**config.mk**
```make
export PLATFORM = sky130hd
export DESIGN_NAME = keypad_scanner
export DESIGN_NICKNAME = d
export VERILOG_FILES = /design/src/rtl/keypad_scanner.sv
export SDC_FILE = /design/constraint.sdc
export NUM_CORES = 1
export LEC_CHECK = 0
export ABC_AREA = 1
export CORE_MARGIN = 2
export CORE_UTILIZATION = 57
export CTS_CLUSTER_SIZE = 10
export DETAILED_ROUTE_END_ITERATION = 16
export PLACE_DENSITY_LB_ADDON = 0.25
export SYNTH_ARGS = -nofsm -noshare
export SYNTH_HDL_FRONTEND = slang
export SYNTH_SLANG_ARGS = --single-unit
```
**constraint.sdc**
```tcl
create_clock -name clk -period 2 [get_ports clk]
set_input_delay 0.4 -clock clk [delete_from_list [all_inputs] [get_ports clk]]
set_output_delay 0.4 -clock clk [all_outputs]
set_load 0.01 [all_outputs]
```
**src/rtl/keypad_scanner.sv**
```systemverilog
// 4x4 active-low keypad scanner with press/release debounce; emits enter/clear strobes and holds the digit.
// Latency: 2-flop sync + DEBOUNCE_TICKS sample ticks, strobe one cycle after EMIT; no backpressure, strobes are fire-and-forget.
module keypad_scanner #(
    parameter int SCAN_DIV       = 1000,
    parameter int DEBOUNCE_TICKS = 4
) (
    input  logic       clk,
    input  logic       rst_n,
    input  logic [3:0] row_in,
    output logic [3:0] col_out,
    output logic [3:0] digit,
    output logic       enter,
    output logic       clear,
    output logic       busy
);

    localparam int DW = $clog2(SCAN_DIV);
    localparam int CW = $clog2(DEBOUNCE_TICKS + 1);

    typedef enum logic [1:0] {
        S_SCAN     = 2'd0,
        S_DEBOUNCE = 2'd1,
        S_EMIT     = 2'd2,
        S_RELEASE  = 2'd3
    } state_t;

    state_t          state_q, state_d;
    logic [3:0]      rs_meta_q, rs_q;
    logic [DW-1:0]   div_q;
    logic [3:0]      col_q, col_d;
    logic [1:0]      row_q, row_d;
    logic [CW-1:0]   stable_q, stable_d;
    logic [CW-1:0]   rel_q, rel_d;
    logic [3:0]      digit_q, digit_d;
    logic            enter_q, enter_d;
    logic            clear_q, clear_d;

    logic            tick;
    logic [3:0]      col_rot;
    logic [1:0]      low_row;
    logic [1:0]      col_idx;
    logic [3:0]      key_code;
    logic [CW:0]     stable_inc;
    logic [CW:0]     rel_inc;

    // row_in is asynchronous to clk; idle (all released) reads as 4'hF.
    always_ff @(posedge clk or negedge rst_n) begin
        if (!rst_n) begin
            rs_meta_q <= 4'hF;
            rs_q      <= 4'hF;
        end else begin
            rs_meta_q <= row_in;
            rs_q      <= rs_meta_q;
        end
    end

    assign tick = (div_q == DW'(SCAN_DIV - 1));

    always_ff @(posedge clk or negedge rst_n) begin
        if (!rst_n) begin
            div_q <= '0;
        end else if (tick) begin
            div_q <= '0;
        end else begin
            div_q <= div_q + 1'b1;
        end
    end

    assign col_rot    = {col_q[2:0], col_q[3]};
    assign stable_inc = {1'b0, stable_q} + 1'b1;
    assign rel_inc    = {1'b0, rel_q} + 1'b1;

    always_comb begin
        low_row = 2'd3;
        if (!rs_q[0])      low_row = 2'd0;
        else if (!rs_q[1]) low_row = 2'd1;
        else if (!rs_q[2]) low_row = 2'd2;
    end

    always_comb begin
        col_idx = 2'd3;
        if (!col_q[0])      col_idx = 2'd0;
        else if (!col_q[1]) col_idx = 2'd1;
        else if (!col_q[2]) col_idx = 2'd2;
    end

    always_comb begin
        key_code = 4'd0;
        case ({row_q, col_idx})
            4'b00_00: key_code = 4'd1;
            4'b00_01: key_code = 4'd2;
            4'b00_10: key_code = 4'd3;
            4'b00_11: key_code = 4'd10;
            4'b01_00: key_code = 4'd4;
            4'b01_01: key_code = 4'd5;
            4'b01_10: key_code = 4'd6;
            4'b01_11: key_code = 4'd11;
            4'b10_00: key_code = 4'd7;
            4'b10_01: key_code = 4'd8;
            4'b10_10: key_code = 4'd9;
            4'b10_11: key_code = 4'd12;
            4'b11_00: key_code = 4'd14;
            4'b11_01: key_code = 4'd0;
            4'b11_10: key_code = 4'd15;
            default:  key_code = 4'd13;
        endcase
    end

    always_comb begin
        state_d  = state_q;
        col_d    = col_q;
        row_d    = row_q;
        stable_d = stable_q;
        rel_d    = rel_q;
        digit_d  = digit_q;
        enter_d  = 1'b0;
        clear_d  = 1'b0;
        case (state_q)
            S_SCAN: begin
                if (tick) begin
                    if (rs_q == 4'hF) begin
                        col_d = col_rot;
                    end else begin
                        row_d    = low_row;
                        stable_d = CW'(1);
                        state_d  = S_DEBOUNCE;
                    end
                end
            end
            S_DEBOUNCE: begin
                // Only the latched row is watched; other rows going low are ignored.
                if (tick) begin
                    if (!rs_q[row_q]) begin
                        stable_d = stable_inc[CW-1:0];
                        if (stable_inc >= (CW+1)'(DEBOUNCE_TICKS)) begin
                            state_d = S_EMIT;
                        end
                    end else begin
                        state_d = S_SCAN;
                        col_d   = col_rot;
                    end
                end
            end
            S_EMIT: begin
                digit_d = key_code;
                enter_d = (key_code <= 4'd9);
                clear_d = (key_code == 4'd14);
                rel_d   = '0;
                state_d = S_RELEASE;
            end
            default: begin
                if (tick) begin
                    if (rs_q == 4'hF) begin
                        rel_d = rel_inc[CW-1:0];
                        if (rel_inc >= (CW+1)'(DEBOUNCE_TICKS)) begin
                            state_d = S_SCAN;
                            col_d   = col_rot;
                        end
                    end else begin
                        rel_d = '0;
                    end
                end
            end
        endcase
    end

    always_ff @(posedge clk or negedge rst_n) begin
        if (!rst_n) begin
            state_q  <= S_SCAN;
            col_q    <= 4'b1110;
            row_q    <= 2'd0;
            stable_q <= '0;
            rel_q    <= '0;
            digit_q  <= 4'd0;
            enter_q  <= 1'b0;
            clear_q  <= 1'b0;
        end else begin
            state_q  <= state_d;
            col_q    <= col_d;
            row_q    <= row_d;
            stable_q <= stable_d;
            rel_q    <= rel_d;
            digit_q  <= digit_d;
            enter_q  <= enter_d;
            clear_q  <= clear_d;
        end
    end

    assign col_out = col_q;
    assign digit   = digit_q;
    assign enter   = enter_q;
    assign clear   = clear_q;
    assign busy    = (state_q != S_SCAN);

endmodule

```
==> metrics.json, run 1 <==
{
  "status": {
    "status": "completed"
  },
  "final_layout": {
    "drive_gt1_share_pct": 18.70,
    "area.growth.synth_to_final_pct": 15.28,
    "final_design_area_no_fill_sq_mm": 0.002293,
    "layout.cells.most_common_list": "69 x sky130_fd_sc_hd__nand2_1, 26 x sky130_fd_sc_hd__inv_1, 26 x sky130_fd_sc_hd__dfrtp_1, 21 x sky130_fd_sc_hd__nand3_1, 21 x sky130_fd_sc_hd__nor2_1",
    "fin_cells": 308,
    "leading_cell_type_in_the_layout_fill_and_taps_excluded": "sky130_fd_sc_hd__nand2_1",
    "antenna_cells": 0,
    "design.final.nets": 275
  },
  "sta": {
    "rsz0062_at_grt": "false",
    "timing.final.hold_violations": 0,
    "max-slew-margin-rel_pct": 69.35,
    "final.setup.tns_ps": 0,
    "min_period_ps": 1908,
    "timing.fmax_ghz": 0.5242,
    "setup_viol": 0,
    "max_slew_violation_count": 0,
    "layout_worst_path_cycle_share_pct": 95.38,
    "tightest_slew_ps": 459.8,
    "clock-skew-final_ps": 5.601
  },
  "pwr": {
    "fin_total_pwr_w": 0.001397,
    "intPower_w": 0.001119,
    "clock_share_of_power_pct": 41.1,
    "share_seq_of_total_power_pct": 56.3,
    "switchingPower_w": 0.0002786,
    "power.combinational.fraction_pct": 2.5,
    "vdd_drop_max_mv": 0.5512,
    "netSwitchingFraction_pct": 19.94,
    "power_density_mw_per_mm2": 609.3,
    "p_leak_nw": 1.066
  },
  "die": {
    "io-pin-count": 17,
    "fp.dieArea_sq_mm": 0.003978,
    "row_count": 21,
    "die_w_um": 63.08,
    "initial_utilization_pct": 59.62,
    "core-area_sq_mm": 0.003337,
    "floorplan.die.height_um": 63.08
  },
  "route": {
    "postRouteWirelength_mm": 3.387,
    "drtAntennaViolNets": 0,
    "drt_pre_antenna_iters": 4,
    "num_vias": 1545,
    "dr.first_iter.drc_count": 63,
    "detail_route.drc_violations": 0,
    "route.detailed.wl_per_inst_um": 11.00,
    "via_per_inst": 5.016
  },
  "worst_setup_path": {
    "worstSetupStartpointType": "register",
    "worst-path-max-fanout": 6,
    "cell_breakdown_of_the_critical_path": "nor2_1, inv_1, clkdlybuf4s50_1",
    "rr_startpoint": "col_out[1]",
    "capturing_element_of_the_worst_setup_path": "busy",
    "crit_path_start": "state_q[1]",
    "critical-path-slowest-cell": "sky130_fd_sc_hd__clkdlybuf4s50_1",
    "worst_ep_required_time_ps": 1600,
    "r2r_setup_slack_ps": 150,
    "reg2regPathDepth": 8,
    "cp-end-kind": "primary output",
    "max_stage_delay_ps": 470,
    "crit_arrival_ps": 1510,
    "criticalPathCategory": "register to primary output",
    "worstReg2RegEnd": "enter"
  },
  "clocking": {
    "cts_post_setup_buffers_inserted": 0,
    "clk_sinks": 38,
    "postCtsHoldBufs": 0,
    "clk_path_buf_depth": 2,
    "clk_pin_slew_ps": 110,
    "cts_repair_resize_count": 0,
    "root_buffer": "sky130_fd_sc_hd__clkbuf_4",
    "cts_max_level": 2,
    "cts_tree": "built",
    "tritoncts.num_buffers": 5,
    "clk-insertion-delay-late_ps": 340
  },
  "yosys": {
    "synthesis.area_per_instance_sq_um": 8.324,
    "synth_top_cells_by_area": "sky130_fd_sc_hd__dfrtp_1 34%, sky130_fd_sc_hd__dfstp_2 15%, sky130_fd_sc_hd__nand2_1 13%, sky130_fd_sc_hd__nand3_1 5.3%, sky130_fd_sc_hd__ha_1 5.0%",
    "synth_cells": 239,
    "yosys_most_used_dff": "sky130_fd_sc_hd__dfrtp_1",
    "yosys_warnings": 0,
    "post-synth-top-area-cell": "sky130_fd_sc_hd__dfrtp_1",
    "netlist-cell-type-count": 28,
    "synth.net_count": 253,
    "syn_area_sq_mm": 0.001989,
    "synth_edf_count": 0,
    "ys_seq_area_share_pct": 48.49,
    "synth.top_cell.area_share_pct": 33.96,
    "fraction_of_registers_with_async_set_or_reset_after_synthesis_pct": 100.0,
    "yosys_register_bits": 38
  },
  "placement": {
    "port_buffers": 16,
    "gp_congestion": 0.8634,
    "hpwl_mm": 2.584,
    "dp.cells": 300,
    "placed_inst_area_sq_mm": 0.002191
  },
  "grt": {
    "antenna_found_initial": 0,
    "grt.met2_usage_pct": 32.31,
    "track_usage_pct": 19.95,
    "grt_pass1_vias": 1450,
    "globalRouteMet3Util_pct": 5.714,
    "grt_use_met1_pct": 25.30,
    "grt-busiest-layer": "met2",
    "gr_ovfl_total": 0,
    "grt_max_degree": 39,
    "grt_first_pass_wirelength_mm": 6.175
  },
  "worst_hold_path": {
    "hold_path_class": "input pin to asynchronous set/reset pin"
  },
  "run": {
    "maxCapViolations": 0
  }
}
routing by layer:
layer	vias up	part of all wire, %
li1	809	-
met1	698	46
met2	34	48
met3	4	4.3
met4	0	1.6
met5	-	0
synthesized netlist by cell type (3+ instances only):
library cell              count
sky130_fd_sc_hd__nor2_1      21
sky130_fd_sc_hd__o21ai_1      8
sky130_fd_sc_hd__ha_1         8
sky130_fd_sc_hd__nor2_4       3
sky130_fd_sc_hd__nand3_2      3
sky130_fd_sc_hd__a21oi_1      5
sky130_fd_sc_hd__nand2_1     69
sky130_fd_sc_hd__dfstp_2     11
sky130_fd_sc_hd__o21ai_2      3
sky130_fd_sc_hd__inv_1       26
sky130_fd_sc_hd__nand3_1     21
sky130_fd_sc_hd__nand2_2      4
sky130_fd_sc_hd__dfrtp_1     27
sky130_fd_sc_hd__o21ai_0      5
sky130_fd_sc_hd__inv_2        3
sky130_fd_sc_hd__nor2_2       6
critical path, delay by kind of cell, from the launching register on:
family                 cells  cell delay [ps]
buffers and inverters      2              550
DFF                        1              450
and+or+nand+nor            1              160
logic make-up (layout without fill, tap and decap cells):
logic type	count (synthesis)	count (layout)	share of synthesized area [%]
AOI/OAI and AO/OA	25	25	7.296
xor gates and xnor gates	1	1	0.4403
adders and majority gates	8	8	5.032
buffers and inverters	33	56	6.981
DFF	38	38	48.49
and+or+nand+nor	134	134	31.76
stage by stage:
step,hold WS (ps),util [%],setup slack (ps)
2_1_floorplan,104.4,-,302.3
6_report,85.38,68.73,92.40
4_1_cts,88.61,68.69,44.51
3_5_place_dp,346.8,65.65,170.5
3_3_place_gp,345.4,65.65,236.0
5_1_grt,113.7,68.73,21.40
power by group through the flow:
| stage | Clock (W) | Combinational [W] | Sequential, W |
|---|---|---|---|
| floorplan | 0 | 0.00000986 | 0.000800 |
| global placement | 0 | 0.0000361 | 0.000800 |
| detailed placement | 0 | 0.0000366 | 0.000801 |
| CTS | 0.000589 | 0.0000367 | 0.000787 |
| global route | 0.000614 | 0.0000411 | 0.000789 |
| finish | 0.000575 | 0.0000350 | 0.000787 |
sequential cells by signal (all words and copies together) (netlist names):
signal and count:
row_q 2, div_q 10, rs_meta_q 4, stable_q 3, enter 1, digit 4, state_q 2, clear 1
col_out 4, rs_q 4, rel_q 3
layout make-up:
cell class	instances	area, sq um
inverter	31	120.1
timing repair buffer	17	162.7
tap	46	57.56
clock buffer	8	101.3
sequential	38	965.9
multi-input combinational	168	885.9
fill	281	1044
worst min path at each step:
stage                     slack, ps  cells past startpoint        to    startpoint
after detailed placement        350                      0   rs_q[1]  rs_meta_q[1]
after CTS                        90                      2  div_q[5]         rst_n
after floorplan                 100                      0     clear         rst_n
final                            90                      2  div_q[2]         rst_n
after global placement          350                      0   rs_q[1]  rs_meta_q[1]
after global routing            110                      2  digit[1]         rst_n
(Power assumes the default switching activity.)
==> run 2, diff against run 1 <==
--- a/config.mk
+++ b/config.mk
@@ -11,6 +11,7 @@
 export CTS_CLUSTER_SIZE = 10
 export DETAILED_ROUTE_END_ITERATION = 16
 export PLACE_DENSITY_LB_ADDON = 0.25
+export RECOVER_POWER = 25
 export SYNTH_ARGS = -nofsm -noshare
 export SYNTH_HDL_FRONTEND = slang
 export SYNTH_SLANG_ARGS = --single-unit
==> metrics.json, run 2 (synthesis gave the netlist of run 1 again) <==
{
  "route": {
    "drtAntennaViolNets": {"value": 0, "change": "unchanged"},
    "drt_pre_antenna_iters": {"value": 4, "change": "unchanged"},
    "num_vias": {"value": 1545, "change": "unchanged"},
    "detail_route.drc_violations": {"value": 0, "change": "unchanged"},
    "route.detailed.wl_per_inst": {"value": 10.99, "unit": "um", "change": "about the same"},
    "postRouteWirelength": {"value": 3.385, "unit": "mm", "change": "about the same"},
    "dr.first_iter.drc_count": {"value": 63, "change": "unchanged"},
    "via_per_inst": {"value": 5.016, "change": "unchanged"}
  },
  "clocking": {
    "cts_post_setup_buffers_inserted": {"value": 0, "change": "unchanged"},
    "cts_max_level": {"value": 2, "change": "unchanged"},
    "cts_tree": "built",
    "tritoncts.num_buffers": {"value": 5, "change": "unchanged"},
    "cts_repair_resize_count": {"value": 0, "change": "unchanged"},
    "clk_sinks": {"value": 38, "change": "unchanged"},
    "clk_pin_slew": {"value": 110, "unit": "ps", "change": "about the same"},
    "postCtsHoldBufs": {"value": 0, "change": "unchanged"},
    "clk_path_buf_depth": {"value": 2, "change": "unchanged"},
    "root_buffer": "sky130_fd_sc_hd__clkbuf_4",
    "clk-insertion-delay-late": {"value": 340, "unit": "ps", "change": "about the same"}
  },
  "die": {
    "io-pin-count": {"value": 17, "change": "unchanged"},
    "initial_utilization": {"value": 59.62, "unit": "%", "change": "unchanged"},
    "row_count": {"value": 21, "change": "unchanged"},
    "fp.dieArea": {"value": 0.003978, "unit": "sq mm", "change": "unchanged"},
    "core-area": {"value": 0.003337, "unit": "sq mm", "change": "unchanged"},
    "die_w": {"value": 63.08, "unit": "um", "change": "unchanged"},
    "floorplan.die.height": {"value": 63.08, "unit": "um", "change": "unchanged"}
  },
  "final_layout": {
    "fin_cells": {"value": 308, "change": "unchanged"},
    "layout.cells.most_common_list": "69 x sky130_fd_sc_hd__nand2_1, 26 x sky130_fd_sc_hd__inv_1, 26 x sky130_fd_sc_hd__dfrtp_1, 21 x sky130_fd_sc_hd__nand3_1, 21 x sky130_fd_sc_hd__nor2_1",
    "design.final.nets": {"value": 275, "change": "unchanged"},
    "multiInputGateArea": {"value": 885.9, "unit": "sq um", "change": "unchanged"},
    "fillCellCount": {"value": 282, "change": "+0.36%"},
    "leading_cell_type_in_the_layout_fill_and_taps_excluded": "sky130_fd_sc_hd__nand2_1",
    "sequential_cell_area": {"value": 965.9, "unit": "sq um", "change": "unchanged"},
    "regMostFlops": "div_q",
    "max_reg_flops": {"value": 10, "change": "unchanged"},
    "area.growth.synth_to_final_pct": 15.16,
    "antenna_cells": {"value": 0, "change": "unchanged"},
    "drive_gt1_share": {"value": 18.70, "unit": "%", "change": "unchanged"}
  },
  "sta": {
    "layout_worst_path_cycle_share": {"value": 95.37, "unit": "%", "change": "about the same"},
    "timing.fmax": {"value": 0.5243, "unit": "GHz", "change": "about the same"},
    "clock-skew-final": {"value": 5.435, "unit": "ps", "change": "-0.1655 ps"},
    "timing.final.hold_violations": {"value": 0, "change": "unchanged"},
    "rsz0062_at_grt": "false",
    "tightest_slew": {"value": 896.3, "unit": "ps", "change": "+436.5 ps"},
    "min_period": {"value": 1907, "unit": "ps", "change": "-0.2474 ps"},
    "final.setup.tns": {"value": 0, "unit": "ps", "change": "unchanged"},
    "setup_viol": {"value": 0, "change": "unchanged"},
    "max-slew-margin-rel": {"value": 40.25, "unit": "%", "change": "-29 points"},
    "max_slew_violation_count": {"value": 0, "change": "unchanged"}
  },
  "pwr": {
    "power_density": {"value": 609.6, "unit": "mW/mm^2", "change": "about the same"},
    "fin_total_pwr": {"value": 0.001397, "unit": "W", "change": "about the same"},
    "p_leak": {"value": 1.066, "unit": "nW", "change": "about the same"},
    "vdd_drop_max": {"value": 0.5511, "unit": "mV", "change": "about the same"}
  },
  "worst_setup_path": {
    "crit_arrival": {"value": 1510, "unit": "ps", "change": "about the same"},
    "worst_path_dominant_cell_family": "buffers and inverters",
    "crit_path_start": "state_q[1]",
    "timing.critical_path.buf_inv": {"value": 2, "change": "unchanged"},
    "cp-end-kind": "primary output",
    "reg2regPathDepth": {"value": 8, "change": "unchanged"},
    "worstReg2RegEnd": "enter",
    "worst_ep_required_time": {"value": 1600, "unit": "ps", "change": "about the same"},
    "crit_cells": {"value": 3, "change": "unchanged"},
    "max_stage_delay": {"value": 470, "unit": "ps", "change": "about the same"},
    "criticalPathCategory": "register to primary output",
    "critical-path-slowest-cell": "sky130_fd_sc_hd__clkdlybuf4s50_1",
    "r2r_setup_slack": {"value": 150, "unit": "ps", "change": "about the same"},
    "worst-path-max-fanout": {"value": 6, "change": "unchanged"},
    "worstSetupStartpointType": "register",
    "cell_breakdown_of_the_critical_path": "nor2_1, inv_1, clkdlybuf4s50_1",
    "capturing_element_of_the_worst_setup_path": "busy",
    "rr_startpoint": "col_out[1]"
  },
  "placement": {
    "hpwl": {"value": 2.584, "unit": "mm", "change": "unchanged"},
    "port_buffers": {"value": 16, "change": "unchanged"},
    "gp_congestion": {"value": 0.8634, "change": "unchanged"},
    "dp.cells": {"value": 300, "change": "unchanged"}
  },
  "grt": {
    "track_usage": {"value": 19.95, "unit": "%", "change": "unchanged"},
    "grt_max_degree": {"value": 39, "change": "unchanged"},
    "antenna_found_initial": {"value": 0, "change": "unchanged"},
    "grt_first_pass_wirelength": {"value": 6.175, "unit": "mm", "change": "unchanged"},
    "grt_pass1_vias": {"value": 1450, "change": "unchanged"},
    "gr_ovfl_total": {"value": 0, "change": "unchanged"}
  },
  "run": {
    "maxCapViolations": {"value": 0, "change": "unchanged"}
  },
  "status": {
    "status": "completed"
  },
  "worst_hold_path": {
    "hold_path_class": "input pin to asynchronous set/reset pin"
  }
}
run 2: metrics by stage:
step,utilization (%),instance area (sq um),worst slack (ps),hold slack [ps]
2_1_floorplan,-,1989,302.3,104.4
3_3_place_gp,65.65,2191,236.0,345.4
3_5_place_dp,65.65,2191,170.5,346.8
4_1_cts,68.69,2292,44.51,88.61
5_1_grt,68.65,2291,21.40,329.7
6_report,68.65,2291,92.65,250.1
run 2: area by class of cell:
cell class                 instances  area share [%]
clock buffer                       8           4.424
tap                               46           2.512
inverter                          31           5.243
multi-input combinational        168           38.67
timing repair buffer              17           6.991
sequential                        38           42.16
run 2: worst reg2reg max path: stages, from the launching register on:
cell                      delay [ps]
sky130_fd_sc_hd__dfstp_2         590
sky130_fd_sc_hd__inv_1            60
sky130_fd_sc_hd__o21ai_2         240
sky130_fd_sc_hd__inv_1           130
sky130_fd_sc_hd__ha_1            210
sky130_fd_sc_hd__o31ai_1         290
sky130_fd_sc_hd__nor2_1          100
sky130_fd_sc_hd__nand2_1          60
sky130_fd_sc_hd__o21ai_0          70
run 2: power breakdown:
| part | total, W | internal (W) | switching (W) | leakage [nW] |
|---|---|---|---|---|
| combinational | 0.0000343 | 0.0000116 | 0.0000226 | 0.535 |
| sequential | 0.000787 | 0.000783 | 0.00000421 | 0.476 |
| clock | 0.000575 | 0.000323 | 0.000252 | 0.0548 |
| total | 0.00140 | 0.00112 | 0.000278 | 1.07 |
run 2: worst min-delay path by stage:
stage | from | to | slack (ps) | cells after the start
floorplan | rst_n | clear | 100 | 0
global placement | rs_meta_q[1] | rs_q[1] | 350 | 0
detailed placement | rs_meta_q[1] | rs_q[1] | 350 | 0
CTS | rst_n | div_q[5] | 90 | 2
global route | rst_n | digit[1] | 330 | 2
finish | rst_n | div_q[2] | 250 | 2
run 2: routing by layer:
| metal | up-vias | track usage, % | share of wire [%] | wire length, um |
|---|---|---|---|---|
| met3 | 4 | 5.714 | 4.3 | 145 |
| met5 | - | 0 | 0 | 0 |
| met2 | 34 | 32.31 | 48 | 1623 |
| li1 | 809 | - | - | - |
| met1 | 698 | 25.30 | 46 | 1562 |
| met4 | 0 | 7.778 | 1.6 | 53 |
==> run 3, diff against run 2 <==
--- a/config.mk
+++ b/config.mk
@@ -10,6 +10,7 @@
 export CORE_UTILIZATION = 57
 export CTS_CLUSTER_SIZE = 10
 export DETAILED_ROUTE_END_ITERATION = 16
+export MAX_ROUTING_LAYER = met4
 export PLACE_DENSITY_LB_ADDON = 0.25
 export RECOVER_POWER = 25
 export SYNTH_ARGS = -nofsm -noshare
==> results of run 3 <==
No change in the layout: final DEF, timing and power equal those of run 2.
Among the figures that moved: final weighted congestion in routability-driven placement 0.8634 -> 0.8773; overall routing resource usage 19.95% -> 20.53%
